==> src/rtl/handshake_buf_top.sv <==
// handshake_buf_top: master/slave enable handshake with a DEPTH-entry elastic
// buffer. The master side pushes generated sequence words; the slave side pops
// them onto a registered output with a one-cycle valid strobe.
module handshake_buf_top #(
  parameter int              WIDTH = 8,
  parameter int              DEPTH = 4,
  parameter logic [WIDTH-1:0] INIT  = '0
) (
  input  logic                     clk,
  input  logic                     rst_n,
  input  logic                     m_en,
  input  logic                     s_en,
  output logic [WIDTH-1:0]         data_out,
  output logic                     data_vld,
  output logic                     full,
  output logic                     empty,
  output logic [$clog2(DEPTH):0]   level,
  output logic                     m_stall
);
  localparam int AW = $clog2(DEPTH);

  logic [WIDTH-1:0] mem [DEPTH];
  logic [AW:0]      wr_ptr, rd_ptr;
  logic [WIDTH-1:0] gen_cnt;
  logic             push, pop;

  // Status comes from registered pointers only; the MSB is the wrap bit.
  assign empty   = (wr_ptr == rd_ptr);
  assign full    = (wr_ptr[AW-1:0] == rd_ptr[AW-1:0]) && (wr_ptr[AW] != rd_ptr[AW]);
  assign level   = wr_ptr - rd_ptr;
  assign push    = m_en & ~full;
  assign pop     = s_en & ~empty;
  assign m_stall = m_en & full;

  // Pointers, generator and output register; refused requests are dropped.
  always_ff @(posedge clk) begin
    if (!rst_n) begin
      wr_ptr   <= '0;
      rd_ptr   <= '0;
      gen_cnt  <= INIT;
      data_out <= '0;
      data_vld <= 1'b0;
    end else begin
      data_vld <= pop;
      if (push) begin
        wr_ptr  <= wr_ptr + 1'b1;
        gen_cnt <= gen_cnt + 1'b1;
      end
      if (pop) begin
        rd_ptr   <= rd_ptr + 1'b1;
        data_out <= mem[rd_ptr[AW-1:0]];
      end
    end
  end

  // Storage array is not reset; empty masks stale contents.
  always_ff @(posedge clk) begin
    if (rst_n && push) mem[wr_ptr[AW-1:0]] <= gen_cnt;
  end
endmodule

==> config.mk <==
export PLATFORM = sky130hd
export DESIGN_NAME = handshake_buf_top
export DESIGN_NICKNAME = d
export VERILOG_FILES = /design/src/rtl/handshake_buf_top.sv
export SDC_FILE = /design/constraint.sdc
export NUM_CORES = 1
export LEC_CHECK = 0
export ABC_AREA = 1
export ABC_CLOCK_PERIOD_IN_PS = 2400
export BUFFER_PORTS_ARGS = -buffer_cell sky130_fd_sc_hd__buf_4
export CAP_MARGIN = 20
export CORE_UTILIZATION = 58
export CTS_BUF_LIST = sky130_fd_sc_hd__clkbuf_4 sky130_fd_sc_hd__clkbuf_8
export DETAILED_ROUTE_END_ITERATION = 7
export PLACE_DENSITY = 0.8
export SLEW_MARGIN = 20
export SYNTH_ARGS = -nofsm -noshare
export SYNTH_HDL_FRONTEND = slang
export SYNTH_SLANG_ARGS = --single-unit
==> constraint.sdc <==
create_clock -name clk -period 2.4 [get_ports clk]
set_input_delay 0.48 -clock clk [delete_from_list [all_inputs] [get_ports clk]]
set_output_delay 0.48 -clock clk [all_outputs]
set_load 0.02 [all_outputs]
==> reports/results.tsv <==
stage	metric	value	unit
status	status	completed	
power_and_ir_drop	swShare	27.13	%
power_and_ir_drop	p_leak	1.164	nW
global_route	antenna_found_initial	0	
routing	wire_per_inst	12.75	µm
yosys	synth_warnings	0	
yosys	dominantRegCellSynth	edfxtp_1	
power_and_ir_drop	p_clk_share	30.5	%
finish	n_fill_cell	300	
yosys	synth_fp_nets	281	
clocking	htreeDepth	2	
setup_path	cpMostUsedCell	inv_1	
timing	rsz0062_at_grt	no	
global_route	grt_pass1_vias	1595	
yosys	synth.most_common_cell	nor2_1	
yosys	avgSynthCellArea	9.295	µm²
setup_path	worstReg2RegStart	wr_ptr[0]	
routing	ant_nets	0	
hold_path	hold_path.class	input port to register	
yosys	syn_area	0.002491	mm²
finish	fin_area	0.002810	mm²
timing	finalSetupTns	0	ns
timing	worst_slew_pin_slew	0.4405	ns
clocking	cts.clk_slew.worst_paths	0.10	ns
placement	io_buffers	18	
setup_path	crit_path_end_kind	primary output	
timing	finalSetupViolCount	0	
clocking	cts_tree	done	
hold_path	min_to	rd_ptr[2]	
timing	period_needed	2.227	ns
flow_run	drv_cap	0	
die	ios	19	
setup_path	path_delay_family	flip-flops	
placement	dpl-instance-area	0.002656	mm²
clocking	hold_buffers	0	
power_and_ir_drop	power.internal	1.484	mW
timing	drv_slew	0	
setup_path	required	1.92	ns
finish	layout-drive-gt1-share	16.72	%
timing	period_share	92.81	%
placement	detailed_place_hpwl	2965	µm
clocking	clockRootBuffer	clkbuf_8	
power_and_ir_drop	p_per_area	724.5	mW/mm²
hold_path	whs_path_depth	3	
routing	wirelength	4372	µm
power_and_ir_drop	share_seq_of_total_power	52.1	%
routing	first_iter_violations	112	
power_and_ir_drop	combPwrFrac	17.4	%
finish	nNetsFinal	305	
hold_path	hp-start	s_en	
routing	drc	0	
setup_path	rr_worst_depth	9	
yosys	async_flop_share	0	%
finish	area_growth	12.81	%
setup_path	reg2reg_slack	0.42	ns
timing	max_slew_margin	70.60	%
yosys	synth_edf_count	32	
clocking	clock_latency	0.30	ns
setup_path	worstSetupStartpointType	register	
setup_path	rr_endpoint	mem[1][3]	
setup_path	arrival	1.75	ns
global_route	grt.overflow.total	0	
global_route	track_usage	21.70	%
yosys	ys_seq_area_share	57.06	%
clocking	cts_buffers	5	
routing	vias_per_cell	5.210	
die	dieArea	0.004561	mm²
timing	fmax	448.9	MHz
finish	n_antenna_cell	0	
yosys	syn_inst	268	
yosys	synthTopCellsByArea	edfxtp_1, dfxtp_1, nor2_1	
yosys	synth_cell_types	23	
setup_path	crit_chain	inv_1 > ha_1 > nand2_1 > inv_1 > nand3_4 > nor2_1 > buf_4	
global_route	grt_pass1_wl	7107	µm
die	rows	23	
timing	clock_skew	0.005679	ns
routing	first_pass_iters	4	
timing	timing_hold_violations_final	0	
setup_path	max_stage_delay	0.40	ns
die	die-width	67.54	µm
placement	place.gp.congestion	0.7607	
yosys	ys_ff_latch	55	
setup_path	worst-path-buf-inv	3	
setup_path	critical_path.slowest_cell	dfxtp_1	
yosys	yosys.area.top_type_share	38.57	%
power_and_ir_drop	peakVddDrop	0.5889	mV
yosys	synth_top_cell_by_area	edfxtp_1	
routing	vias	1787	
die	core-area	0.004058	mm²
die	start_util	61.39	%
clocking	cts.sinks	55	
clocking	clockBufferDepth	2	
global_route	grt_max_degree	21	
power_and_ir_drop	p_switching	0.5525	mW
die	die_h	67.54	µm
yosys	synth_common_cells	nor2_1, nand2_1, edfxtp_1	
setup_path	worstSetupPathType	register to primary output	
setup_path	cp_max_fo	10	
==> stage by stage <==
stage / total power, mW / utilization [%] / hold slack, ns / setup slack [ns] / cells
finish: 2.036 / 69.26 / 0.4904 / 0.1725 / 343
global route: 2.142 / 69.26 / 0.4804 / 0.02143 / 343
CTS: 2.046 / 68.33 / 0.4867 / 0.07115 / 338
detailed placement: 1.436 / 65.46 / 0.5083 / 0.4208 / 330
global placement: 1.424 / 65.46 / 0.4880 / 0.4946 / 330
floorplan: 1.339 / - / 0.4751 / 0.1763 / 268
==> worst register-to-register path: stages, from the launching register on <==
cell	delay, ns
dfxtp_1	0.40
inv_1	0.12
ha_1	0.34
nand2_1	0.07
inv_1	0.09
nand3_4	0.12
buf_4	0.13
nand3_1	0.12
nor2_1	0.12
buf_4	0.19
==> power groups by stage <==
stage	logic [mW]	registers [mW]	clock network [mW]
after CTS	0.356	1.06	0.629
after global placement	0.344	1.08	0
after detailed placement	0.354	1.08	0
final	0.355	1.06	0.620
after global routing	0.402	1.07	0.672
after floorplan	0.233	1.11	0
==> layout make-up <==
type,count,area (µm²),area share [%]
flip-flops and latches,55,1421,50.58
clock inverters,3,47.55,1.692
well taps,50,62.56,2.226
inverters,30,112.6,4.007
repair buffers,29,217.7,7.747
multi-input cells,171,879.6,31.30
clock buffers,5,68.82,2.449
==> registers in the layout, indices dropped and copies added, names as in the netlist <==
name / flops
wr_ptr: 3
data_vld: 1
mem: 32
gen_cnt: 8
data_out: 8
rd_ptr: 3
==> what timing repair did <==
action | CTS | global route
resized for setup | 0 | 0
buffers inserted | 0 | 5
setup endpoints to repair | 0 | 2
==> routing by layer <==
layer	wire (µm)	track usage, %
met1	1998	26.30
met3	174	5.574
met5	0	0
met2	2169	38.37
met4	28	4.787
==> cell families (layout without fill, tap and decap cells) <==
logic type | count (synthesis) | in the layout | synth area share, %
and+or+nand+nor | 123 | 123 | 21.60
DFF | 55 | 55 | 57.06
buffers and inverters | 42 | 67 | 7.634
AOI/OAI and AO/OA | 35 | 35 | 7.484
adders and majority gates | 9 | 9 | 4.822
xor gates and xnor gates | 4 | 4 | 1.406
==> cell usage in the layout (no fill, tap or decap), types with 2 or more instances in the layout <==
master	instances
edfxtp_1	32
xor2_1	4
o21ai_0	22
nand3_1	15
nand2_1	39
clkbuf_8	5
ha_1	8
nand4_1	4
a21oi_1	8
a21oi_2	3
nand2_4	3
o21ai_1	2
inv_1	28
nand2_2	3
buf_4	29
inv_2	2
dfxtp_1	23
nor2_1	57
==> how the worst max path moves through the flow <==
stage	start	slack (ns)	depth (start not counted)	to
CTS	wr_ptr[0]	0.07	7	m_stall
detailed placement	wr_ptr[0]	0.42	7	m_stall
global route	wr_ptr[0]	0.02	7	m_stall
global placement	wr_ptr[0]	0.49	7	m_stall
finish	wr_ptr[0]	0.17	7	m_stall
floorplan	rd_ptr[1]	0.18	9	m_stall
(Power assumes the default switching activity.)
